===== config.mk =====
export PLATFORM = sky130hd
export DESIGN_NAME = branch_flow_ctrl
export DESIGN_NICKNAME = d
export VERILOG_FILES = /design/src/rtl/branch_flow_ctrl_pkg.sv /design/src/rtl/branch_update_fifo.sv /design/src/rtl/branch_flow_ctrl.sv
export SDC_FILE = /design/constraint.sdc
export NUM_CORES = 1
export LEC_CHECK = 0
export ABC_AREA = 1
export BUFFER_PORTS_ARGS = -buffer_cell sky130_fd_sc_hd__buf_4
export CAP_MARGIN = 20
export CORE_UTILIZATION = 39
export CTS_BUF_LIST = sky130_fd_sc_hd__clkbuf_4
export CTS_CLUSTER_DIAMETER = 200
export DETAILED_ROUTE_END_ITERATION = 8
export PLACE_DENSITY = 0.66
export SYNTH_ARGS = -nofsm -noshare
export SYNTH_HDL_FRONTEND = slang
export SYNTH_HIERARCHICAL = 1
export SYNTH_SLANG_ARGS = --single-unit

===== constraint.sdc =====
create_clock -name Clock -period 4.35 [get_ports Clock]
set_input_delay 0.435 -clock Clock [delete_from_list [all_inputs] [get_ports Clock]]
set_output_delay 0.435 -clock Clock [all_outputs]
set_load 0.05 [all_outputs]

===== src/rtl/branch_flow_ctrl_pkg.sv =====
// -----------------------------------------------------------------------------
// branch_flow_ctrl_pkg
//   Shared definitions for the branch predictor flow controller:
//     - flow_state_e : recovery FSM encoding (RUN / FLUSH / REFILL)
//     - PC_INC       : fall-through increment for a not-taken redirect
//     - UPD_PCW / upd_entry_t : update queue entry {pc, taken, target} at the
//       default 32-bit PC width.
//   The update FIFO defaults to upd_entry_t. The top re-declares the same
//   layout at its own PCW so that non-default widths stay consistent.
// -----------------------------------------------------------------------------
package branch_flow_ctrl_pkg;

    typedef enum logic [1:0] {
        ST_RUN    = 2'd0,
        ST_FLUSH  = 2'd1,
        ST_REFILL = 2'd2
    } flow_state_e;

    localparam int unsigned PC_INC  = 4;
    localparam int unsigned UPD_PCW = 32;

    typedef struct packed {
        logic [UPD_PCW-1:0] pc;
        logic               taken;
        logic [UPD_PCW-1:0] target;
    } upd_entry_t;

endpackage


===== src/rtl/branch_update_fifo.sv =====
// -----------------------------------------------------------------------------
// branch_update_fifo
//   Small FIFO that holds resolved-branch updates waiting for the predictor
//   table port. Pointers carry one extra wrap bit, so full and empty can be
//   told apart without a separate counter.
//   A push is accepted while full only when a pop happens in the same cycle.
//
// Parameters
//   entry_t : payload type
//   DEPTH   : number of entries (power of 2, >= 2)
//
// Ports
//   clk_i, rst_i : clock, asynchronous active-high reset
//   push_i       : write push_data_i at the tail
//   push_data_i  : entry to store
//   pop_i        : drop the head entry (ignored when empty)
//   head_o       : current head entry (only meaningful when !empty_o)
//   full_o       : DEPTH entries stored
//   empty_o      : no entries stored
// -----------------------------------------------------------------------------
module branch_update_fifo
    import branch_flow_ctrl_pkg::*;
#(
    parameter type         entry_t = upd_entry_t,
    parameter int unsigned DEPTH   = 2
) (
    input  logic   clk_i,
    input  logic   rst_i,
    input  logic   push_i,
    input  entry_t push_data_i,
    input  logic   pop_i,
    output entry_t head_o,
    output logic   full_o,
    output logic   empty_o
);

    localparam int unsigned AW = $clog2(DEPTH);

    logic [AW:0] wr_ptr_q, wr_ptr_d;
    logic [AW:0] rd_ptr_q, rd_ptr_d;
    entry_t      mem_q [DEPTH];
    logic        do_push;
    logic        do_pop;

    assign empty_o = (wr_ptr_q == rd_ptr_q);
    // Same slot with different wrap bits means the writer is a full lap ahead.
    assign full_o  = (wr_ptr_q[AW] != rd_ptr_q[AW]) &&
                     (wr_ptr_q[AW-1:0] == rd_ptr_q[AW-1:0]);

    assign do_pop  = pop_i && !empty_o;
    assign do_push = push_i && (!full_o || do_pop);

    assign head_o  = mem_q[rd_ptr_q[AW-1:0]];

    always_comb begin
        wr_ptr_d = wr_ptr_q;
        rd_ptr_d = rd_ptr_q;
        if (do_push) begin
            wr_ptr_d = wr_ptr_q + 1'b1;
        end
        if (do_pop) begin
            rd_ptr_d = rd_ptr_q + 1'b1;
        end
    end

    always_ff @(posedge clk_i or posedge rst_i) begin
        if (rst_i) begin
            wr_ptr_q <= '0;
            rd_ptr_q <= '0;
        end else begin
            wr_ptr_q <= wr_ptr_d;
            rd_ptr_q <= rd_ptr_d;
        end
    end

    // Storage is not reset; the pointers alone define which slots are valid.
    always_ff @(posedge clk_i) begin
        if (do_push) begin
            mem_q[wr_ptr_q[AW-1:0]] <= push_data_i;
        end
    end

endmodule


===== src/rtl/branch_flow_ctrl.sv =====
// -----------------------------------------------------------------------------
// branch_flow_ctrl
//   Front-end controller for the branch predictor's single-ported
//   pattern/target table. Each cycle it grants the port to either an ID-stage
//   lookup or an EX-stage update. Updates wait in a small FIFO. The block also
//   detects EX mispredictions and sequences recovery: flush, PC redirect, then
//   a refill window during which lookups stay suppressed.
//
// Optional feature (macro BRANCH_FLOW_STATS_EN)
//   When defined, the block adds the BranchCount and MispredCount outputs.
//   These are saturating CNTW-bit counters of RUN-state EX branches and
//   RUN-state mispredicts.
//
// Handshake: the table port has no back-pressure. LookupReq or UpdateReq
//   high means the access happens this cycle. StallID high means the ID
//   branch was not serviced and ID must hold. An update is popped exactly on
//   the cycle UpdateReq is high.
//
// Ports
//   Clock, Reset                      : clock, async active-high reset
//   BranchExists_ID, PCNow_ID         : ID-stage branch lookup request
//   BranchExists_EX, PCNow_EX,
//   BranchDecision_EX, BranchTarget_EX,
//   Predicted_EX, PredTarget_EX       : EX-stage resolution + carried prediction
//   LookupReq, LookupPC               : table lookup strobe and address
//                                       (address is 0 when no lookup)
//   UpdateReq, UpdatePC, UpdateTaken,
//   UpdateTarget                      : table update strobe and payload (queue
//                                       head; payload is 0 when no update)
//   StallID                           : ID must hold, lookup not serviced
//   FlushIFID, FlushIDEX, Redirect    : one-cycle recovery pulses
//   RedirectPC                        : recovery fetch address
//   DbgState                          : current recovery FSM state
// -----------------------------------------------------------------------------
module branch_flow_ctrl
    import branch_flow_ctrl_pkg::*;
#(
    parameter int unsigned PCW           = 32,
    parameter int unsigned QDEPTH        = 2,
    parameter int unsigned REFILL_CYCLES = 2
`ifdef BRANCH_FLOW_STATS_EN
    ,
    parameter int unsigned CNTW          = 16
`endif
) (
    input  logic              Clock,
    input  logic              Reset,
    input  logic              BranchExists_ID,
    input  logic [PCW-1:0]    PCNow_ID,
    input  logic              BranchExists_EX,
    input  logic [PCW-1:0]    PCNow_EX,
    input  logic              BranchDecision_EX,
    input  logic [PCW-1:0]    BranchTarget_EX,
    input  logic              Predicted_EX,
    input  logic [PCW-1:0]    PredTarget_EX,
    output logic              LookupReq,
    output logic [PCW-1:0]    LookupPC,
    output logic              UpdateReq,
    output logic [PCW-1:0]    UpdatePC,
    output logic              UpdateTaken,
    output logic [PCW-1:0]    UpdateTarget,
    output logic              StallID,
    output logic              FlushIFID,
    output logic              FlushIDEX,
    output logic              Redirect,
    output logic [PCW-1:0]    RedirectPC,
`ifdef BRANCH_FLOW_STATS_EN
    output logic [CNTW-1:0]   BranchCount,
    output logic [CNTW-1:0]   MispredCount,
`endif
    output flow_state_e       DbgState
);

    // Counter only needs to hold REFILL_CYCLES-1.
    localparam int unsigned CW = (REFILL_CYCLES > 1) ? $clog2(REFILL_CYCLES) : 1;

    typedef struct packed {
        logic [PCW-1:0] pc;
        logic           taken;
        logic [PCW-1:0] target;
    } entry_t;

    flow_state_e    state_q, state_d;
    logic [CW-1:0]  refill_cnt_q, refill_cnt_d;
    logic [PCW-1:0] redirect_pc_q, redirect_pc_d;

    entry_t push_entry;
    entry_t head_entry;
    logic   q_full;
    logic   q_empty;
    logic   mispredict;
    logic   lookup_en;
    logic   lookup_req;
    logic   update_req;
    logic   stall_id;
    logic   recover_pulse;

    // ------------------------------------------------------------------
    // Update queue: every resolved EX branch is queued, including
    // wrong-path ones seen during recovery.
    // ------------------------------------------------------------------
    assign push_entry.pc     = PCNow_EX;
    assign push_entry.taken  = BranchDecision_EX;
    assign push_entry.target = BranchTarget_EX;

    branch_update_fifo #(
        .entry_t (entry_t),
        .DEPTH   (QDEPTH)
    ) u_update_fifo (
        .clk_i       (Clock),
        .rst_i       (Reset),
        .push_i      (BranchExists_EX),
        .push_data_i (push_entry),
        .pop_i       (update_req),
        .head_o      (head_entry),
        .full_o      (q_full),
        .empty_o     (q_empty)
    );

    // A wrong target counts only on a taken branch; a not-taken branch
    // ignores the target field.
    assign mispredict = BranchExists_EX &&
                        ((BranchDecision_EX != Predicted_EX) ||
                         (BranchDecision_EX && (BranchTarget_EX != PredTarget_EX)));

    assign lookup_en = (state_q == ST_RUN);

    // ------------------------------------------------------------------
    // Port arbitration. A full queue wins so that next cycle's EX push can
    // never be dropped. ID stalls only in RUN; during recovery the ID
    // branch is wrong-path and is simply discarded.
    // ------------------------------------------------------------------
    always_comb begin
        lookup_req = 1'b0;
        update_req = 1'b0;
        stall_id   = 1'b0;
        if (q_full) begin
            update_req = 1'b1;
            stall_id   = BranchExists_ID && lookup_en;
        end else if (BranchExists_ID && lookup_en) begin
            lookup_req = 1'b1;
        end else if (!q_empty) begin
            update_req = 1'b1;
        end
    end

    // ------------------------------------------------------------------
    // Recovery FSM
    // ------------------------------------------------------------------
    always_comb begin
        state_d       = state_q;
        refill_cnt_d  = refill_cnt_q;
        redirect_pc_d = redirect_pc_q;
        recover_pulse = 1'b0;
        case (state_q)
            ST_RUN: begin
                if (mispredict) begin
                    state_d       = ST_FLUSH;
                    redirect_pc_d = BranchDecision_EX ? BranchTarget_EX
                                                      : PCNow_EX + PCW'(PC_INC);
                end
            end
            ST_FLUSH: begin
                recover_pulse = 1'b1;
                state_d       = ST_REFILL;
                refill_cnt_d  = CW'(REFILL_CYCLES - 1);
            end
            ST_REFILL: begin
                if (refill_cnt_q == '0) begin
                    state_d = ST_RUN;
                end else begin
                    refill_cnt_d = refill_cnt_q - 1'b1;
                end
            end
            default: begin
                state_d = ST_RUN;
            end
        endcase
    end

    always_ff @(posedge Clock or posedge Reset) begin
        if (Reset) begin
            state_q       <= ST_RUN;
            refill_cnt_q  <= '0;
            redirect_pc_q <= '0;
        end else begin
            state_q       <= state_d;
            refill_cnt_q  <= refill_cnt_d;
            redirect_pc_q <= redirect_pc_d;
        end
    end

    // ------------------------------------------------------------------
    // Outputs
    // ------------------------------------------------------------------
    assign LookupReq    = lookup_req;
    assign LookupPC     = lookup_req ? PCNow_ID : '0;
    assign UpdateReq    = update_req;
    assign UpdatePC     = update_req ? head_entry.pc     : '0;
    assign UpdateTaken  = update_req ? head_entry.taken  : 1'b0;
    assign UpdateTarget = update_req ? head_entry.target : '0;
    assign StallID      = stall_id;
    assign FlushIFID    = recover_pulse;
    assign FlushIDEX    = recover_pulse;
    assign Redirect     = recover_pulse;
    assign RedirectPC   = redirect_pc_q;
    assign DbgState     = state_q;

`ifdef BRANCH_FLOW_STATS_EN
    // ------------------------------------------------------------------
    // Statistics: right-path (RUN-state) EX branches only, saturating.
    // ------------------------------------------------------------------
    logic [CNTW-1:0] branch_cnt_q;
    logic [CNTW-1:0] mispred_cnt_q;

    always_ff @(posedge Clock or posedge Reset) begin
        if (Reset) begin
            branch_cnt_q  <= '0;
            mispred_cnt_q <= '0;
        end else if (state_q == ST_RUN) begin
            if (BranchExists_EX && (branch_cnt_q != {CNTW{1'b1}})) begin
                branch_cnt_q <= branch_cnt_q + 1'b1;
            end
            if (mispredict && (mispred_cnt_q != {CNTW{1'b1}})) begin
                mispred_cnt_q <= mispred_cnt_q + 1'b1;
            end
        end
    end

    assign BranchCount  = branch_cnt_q;
    assign MispredCount = mispred_cnt_q;
`endif

endmodule


# ---- Yosys cells after proc, flatten, opt, wreduce, memory -nomap -nowiden
# Memories as Yosys holds them, arrays and structs flattened.
# Cells that the tools add are included.
dict set report totals {
  inputBits 134
  output_inout_bits 137
  latch_bits 0
  ff_bits 39
  mem_bits_ro 0
  mem_bits_rw 130
  n_memories 1
  wordCells 52
}
dict set report op_classes {
  n_addsub 4
  reduce_logical 14
  div_mod_pow 0
  n_shift 0
  order_cmp 0
  eq_ne 9
  n_bitwise 0
  mux 19
  mul 0
}
# name words word_bits rd rd_clocked_by_memory_dff write_ports line
set memory_table {}
lappend memory_table {u_update_fifo.mem_q 2 65 1 0 1 branch_update_fifo.sv:41} ;# entry_t mem_q [DEPTH];
# operator n
set ops {}
lappend ops {{32-bit two-way mux} 4}
lappend ops {{32-bit by 3-bit adder with 32-bit output (second input constant)} 1}
lappend ops {{32-bit != test} 1}
lappend ops {{1-bit two-way mux} 11}
lappend ops {{1-bit logical AND} 6}
lappend ops {{2-bit case mux with 3 select lines} 1}
lappend ops {{2-bit by 1-bit adder with 2-bit output (second input constant)} 2}
lappend ops {{2-bit two-way mux} 2}
lappend ops {{2-bit != test (second input constant)} 2}
lappend ops {{2-bit AND reduction} 2}
lappend ops {{2-bit by 1-bit equality test with 1-bit output (second input constant)} 1}
lappend ops {{2-bit equality test} 1}
lappend ops {{2-bit equality test (second input constant)} 1}
lappend ops {{1-bit logical NOT} 2}
lappend ops {{2-bit logical NOT} 1}
lappend ops {{1-bit logical OR} 2}
lappend ops {{1-bit != test} 2}
lappend ops {{1-bit case mux with 2 select lines} 1}
lappend ops {{2-bit nonzero test} 1}
lappend ops {{1-bit equality test} 1}
lappend ops {{1-bit subtractor (second input constant)} 1}

# ---- Logic depth before layout (Yosys ltp)
dict set report logic_depth {
  word_depth 9
  mapped_depth 14
  ltp_nobuf 14
}

# ---- Modules after synthesis
# The synthesis kept the hierarchy.
# mod area_per_inst_um2 n_inst cells_per_inst seq_area_each_um2
set by_module_without_submodules {}
lappend by_module_without_submodules {branch_update_fifo 5012.3 1 379 4003.8}
lappend by_module_without_submodules {branch_flow_ctrl 3872.5 1 715 875.8}

# ---- Worst setup path before layout
# Ideal clock, no wire load.
dict set report synth_path {
  kind {register to register}
  startpoint {register state_q[0], in the netlist DbgState[0]}
  endpoint {memory u_update_fifo/mem_q[1][0] (netlist bit), enable pin}
  setup_slack_ps -1597
  setup_ps 489
  synth_period_minus_slack_ps 5947
  n_path_buf 0
  t_required_ps 3861
  arrival_ps 5458
  stages_incl_launch_ff 10
  cell_sequence {dfrtp_1 inv_1 ha_1 nand2_1 nor2_1 a21oi_1 inv_1 nand3_2 nand2_2 nor2_1}
}
dict set report synth_via {
  elab_chain_cells 9
}
# element line
set synth_rtl {}
lappend synth_rtl {{from (decl)} branch_flow_ctrl.sv:83} ;# flow_state_e state_q, state_d;
lappend synth_rtl {{from (signal assigned)} branch_flow_ctrl.sv:187} ;# state_q <= state_d;
lappend synth_rtl {{2-bit logical NOT} branch_flow_ctrl.sv:126} ;# assign lookup_en = (state_q == ST_RUN);
lappend synth_rtl {{1-bit logical AND} branch_flow_ctrl.sv:140} ;# end else if (BranchExists_ID && lookup_en) begin
lappend synth_rtl {{1-bit two-way mux} branch_flow_ctrl.sv:140}
lappend synth_rtl {{1-bit two-way mux} branch_flow_ctrl.sv:137} ;# if (q_full) begin
lappend synth_rtl {{via UpdateReq} branch_flow_ctrl.sv:58} ;# output logic UpdateReq,
lappend synth_rtl {{1-bit logical AND} branch_update_fifo.sv:50} ;# assign do_pop = pop_i && !empty_o;
lappend synth_rtl {{1-bit logical OR} branch_update_fifo.sv:51} ;# assign do_push = push_i && (!full_o || do_pop);
lappend synth_rtl {{1-bit logical AND} branch_update_fifo.sv:51}
lappend synth_rtl {{1-bit two-way mux} branch_update_fifo.sv:78} ;# if (do_push) begin
lappend synth_rtl {{1-bit two-way mux (not written as such)} branch_update_fifo.sv:79} ;# mem_q[wr_ptr_q[AW-1:0]] <= push_data_i;
lappend synth_rtl {{to (decl)} branch_update_fifo.sv:41}
# The timed path passes the listed nets, and every way through them passes these cells.

# ---- Worst setup path after layout
dict set report layout_path {
  startpoint {register u_update_fifo.rd_ptr_q[0]}
  endpoint {output UpdateTarget[21]}
}
dict set report layout_via {
  elab_cells_between_ends 8
  cone_classes {eq/ne (2); mux (4); reduce/logical (1); memory (1)}
}
# element line
set layout_lines {}
lappend layout_lines {{from (decl)} branch_update_fifo.sv:40} ;# logic [AW:0] rd_ptr_q, rd_ptr_d;
lappend layout_lines {{from (signal assigned)} branch_update_fifo.sv:72} ;# rd_ptr_q <= rd_ptr_d;
lappend layout_lines {{1-bit equality test} branch_update_fifo.sv:48} ;# (wr_ptr_q[AW-1:0] == rd_ptr_q[AW-1:0]);
lappend layout_lines {{1-bit logical AND} branch_update_fifo.sv:47} ;# assign full_o = (wr_ptr_q[AW] != rd_ptr_q[AW]) &&
lappend layout_lines {{via q_full} branch_flow_ctrl.sv:89} ;# logic q_full;
lappend layout_lines {{1-bit two-way mux} branch_flow_ctrl.sv:137}
lappend layout_lines {{32-bit two-way mux} branch_flow_ctrl.sv:201} ;# assign UpdateTarget = update_req ? head_entry.target : '0;
lappend layout_lines {{to (decl)} branch_flow_ctrl.sv:61} ;# output logic [PCW-1:0] UpdateTarget,
# The timed path passes the listed nets, and every way through them passes these cells.

==> impl_metrics.tcl <==
set metrics [dict create \
    dieHeight_um 153 \
    setup_ws_ns 0.877 \
    hold_path_end "u_update_fifo/mem_q[1][16]" \
    synthFlopType "edfxtp_1" \
    drive_gt1_frac 0.244 \
    synth_compound_area_frac 0.0273 \
    synth_cell_type_count 35 \
    endpoint_kind "primary output" \
    first_pass_iters 5 \
    wl_per_cell_um 16.5 \
    reg2reg_slack_ns 1.20 \
    clock.fmax_ghz 0.288 \
    ys_ff_latch 169 \
    report.power.total_mw 9.24 \
    fill_cells 2133 \
    grt_pass1_vias 7322 \
    synthXorXnorAreaFrac 0.0286 \
    core_area_sq_mm 0.0221 \
    worstReg2RegEnd "u_update_fifo/mem_q[0][33]" \
    fin_crit_ns 3.47 \
    ant_nets 0 \
    min_from "BranchTarget_EX[16]" \
    cellPowerDensity_mw_per_mm2 805 \
    rsz0062_at_grt "false" \
    drv_cap 0 \
    report.final.slew_viol_count 0 \
    clkSinkCount 169 \
    grt_pass1_wl_um 41500 \
    initial_core_util 0.402 \
    clockRootBuffer "clkbuf_4" \
    whs_path_depth 1 \
    fin_skew_ns 0.0330 \
    peakVddDrop_v 0.000570 \
    gr-total-overflow 0 \
    worst-setup-path-type "register to primary output" \
    vias 7791 \
    clk_latency_ns 0.59 \
    finalWeightedCongestion 0.902 \
    antenna_found_initial 2 \
    path_clk_slew_ns 0.16 \
    crit_fanout 42 \
    rr_startpoint "u_update_fifo/rd_ptr_q[0]" \
    critPathArrivalTime_ns 3.04 \
    h-tree-depth 4 \
    start_kind "register" \
    track_usage 0.235 \
    required_ns 3.91 \
    async_flop_share 0.231 \
    area_growth_pct 29.2 \
    ios 271 \
    synth_fp_nets 1233 \
    ys_warn_count 6 \
    wirelength_um 27200 \
    finalCritPeriodShare 0.798 \
    clock_path_buffers 2 \
    worstMarginPinSlew_ns 0.918 \
    die_w_um 153 \
    setup_viol 0 \
    syn_area_sq_mm 0.00888 \
    seq_area_sq_mm 0.00488 \
    final_nets 1497 \
    cts_tree "done" \
    vias_per_cell 4.71 \
    total_leakage_power_nw 5.80 \
    synth_fa_ha_area_frac 0.00704 \
    syn_avg_cell_area_sq_um 8.12 \
    grt_max_degree 67 \
    port_buffers 270 \
    numCtsBuffers 17 \
    r2r.worst_path.cells 11 \
    slew_headroom 0.387 \
    post-route-drc-count 0 \
    hp-class "input port to register" \
    yosys.area_share.simple 0.288 \
    finalHoldViolCount 0 \
    synthMuxAreaShare 0.00225 \
    dp_hpwl_um 20000 \
    ys_seq_area_frac 0.549 \
    rows 54 \
    first_iter_violations 529 \
    timing.setup.tns_ns 0 \
    synth_edf_count 130 \
    die_area_sq_mm 0.0234 \
    synth_cells 1094 \
    pre_cts_slack_ns 1.26 \
    multi_input_area_sq_mm 0.00314 \
    post_cts_buffers 0 \
    synth_top_family_by_area "simple AND/OR/NAND/NOR gates" \
    status "complete, no violations" \
]
## worst max-delay path: stages, from the launching register on
cell	delay [ns]
dfrtp_2	0.44
buf_4	0.24
inv_4	0.09
nand2_2	0.05
a21oi_1	0.19
nor2_1	0.11
a21oi_1	0.39
inv_2	0.33
buf_12	0.27
nor2_1	0.13
buf_4	0.21
## per-layer routing
layer / vias up / global-route usage / part of all wire / wire (um)
met2: 339 / 0.396 / 0.48 / 13200
li1: 3880 / - / - / -
met5: - / 0 / 0 / 0
met3: 26 / 0.0641 / 0.081 / 2190
met4: 0 / 0.0697 / 0.017 / 459
met1: 3546 / 0.295 / 0.42 / 11400
## logic make-up after synthesis
family	after synthesis
AOI/OAI and AO/OA	46
xor gates and xnor gates	29
adders and majority gates	5
buffers and inverters	204
DFF	169
muxes	2
and+or+nand+nor	639
## cells in the mapped netlist, types with 4 or more instances
| cell type | count | area, sq um |
|---|---|---|
| nor2_2 | 4 | 25.0 |
| buf_2 | 10 | 50.1 |
| nand3_1 | 31 | 155 |
| a21oi_1 | 7 | 35.0 |
| edfxtp_1 | 130 | 3900 |
| clkbuf_1 | 10 | 37.5 |
| nand2_1 | 431 | 1620 |
| ha_1 | 5 | 62.6 |
| xnor2_1 | 12 | 105 |
| buf_4 | 15 | 113 |
| nand3_2 | 4 | 40.0 |
| xor2_1 | 17 | 149 |
| dfrtp_1 | 39 | 976 |
| inv_1 | 162 | 608 |
| nor2_1 | 143 | 537 |
| nor3_1 | 11 | 55.1 |
| o21ai_0 | 31 | 155 |
| buf_6 | 4 | 45.0 |
| nand2_2 | 6 | 37.5 |
## flip-flops by register name, summed over array words and instances (netlist names)
register                count
RedirectPC                 32
refill_cnt_q                1
u_update_fifo/wr_ptr_q      2
DbgState                    2
u_update_fifo/mem_q       130
u_update_fifo/rd_ptr_q      2
## what timing repair did
item	CTS	global route
hold buffers	2	5
endpoints found under the hold margin	40	9
gates resized for setup	0	0
## where the power goes
group	switching, mW	internal, mW
combinational	4.35	1.54
sequential	0.189	2.26
clock	0.644	0.260
## placed cells by master, fill, tap and decap left out, drive strengths merged, types with 5 or more instances in the layout
cell | synthesis | final
xor2 | 17 | 17
dfrtp | 39 | 39
buf | 29 | 277
clkinvlp | 0 | 5
clkbuf | 10 | 17
nand3 | 36 | 36
nor2 | 149 | 149
edfxtp | 130 | 130
xnor2 | 12 | 12
inv | 165 | 173
o21ai | 33 | 33
nand2 | 437 | 437
dlygate4sd3 | 0 | 7
nor3 | 12 | 12
a21oi | 7 | 7
ha | 5 | 5
## area by class of cell
cell class	count	share of cell area
multi-input combinational	721	0.274
timing repair buffer	284	0.191
tap	280	0.0305
clock inverter	15	0.0134
inverter	165	0.0547
sequential	169	0.425
clock buffer	17	0.0111
antenna	2	0.000436
## how the worst max path moves through the flow
| stage | end | start | slack (ns) | cells past startpoint |
|---|---|---|---|---|
| 2_1_floorplan | u_update_fifo/mem_q[1][0] | DbgState[0] | 0.23 | 9 |
| 3_3_place_gp | u_update_fifo/mem_q[0][64] | u_update_fifo/rd_ptr_q[0] | 1.34 | 11 |
| 3_5_place_dp | u_update_fifo/mem_q[1][2] | u_update_fifo/rd_ptr_q[0] | 1.26 | 11 |
| 4_1_cts | UpdateTarget[8] | u_update_fifo/rd_ptr_q[0] | 0.64 | 9 |
| 5_1_grt | UpdatePC[7] | u_update_fifo/rd_ptr_q[0] | 0.58 | 10 |
| 6_report | UpdateTarget[21] | u_update_fifo/rd_ptr_q[0] | 0.88 | 10 |
## stage by stage
step | hold slack [ns] | utilization | cells | cell area (sq um)
after floorplan | 0.201 | - | 1094 | 8900
after global placement | 0.378 | 0.502 | 1611 | 11100
after detailed placement | 0.377 | 0.502 | 1611 | 11100
after CTS | 0.00789 | 0.516 | 1645 | 11400
after global routing | -0.0000642 | 0.519 | 1652 | 11500
final | 0.0566 | 0.519 | 1653 | 11500
No activity file was read; power rests on OpenSTA's default activity.
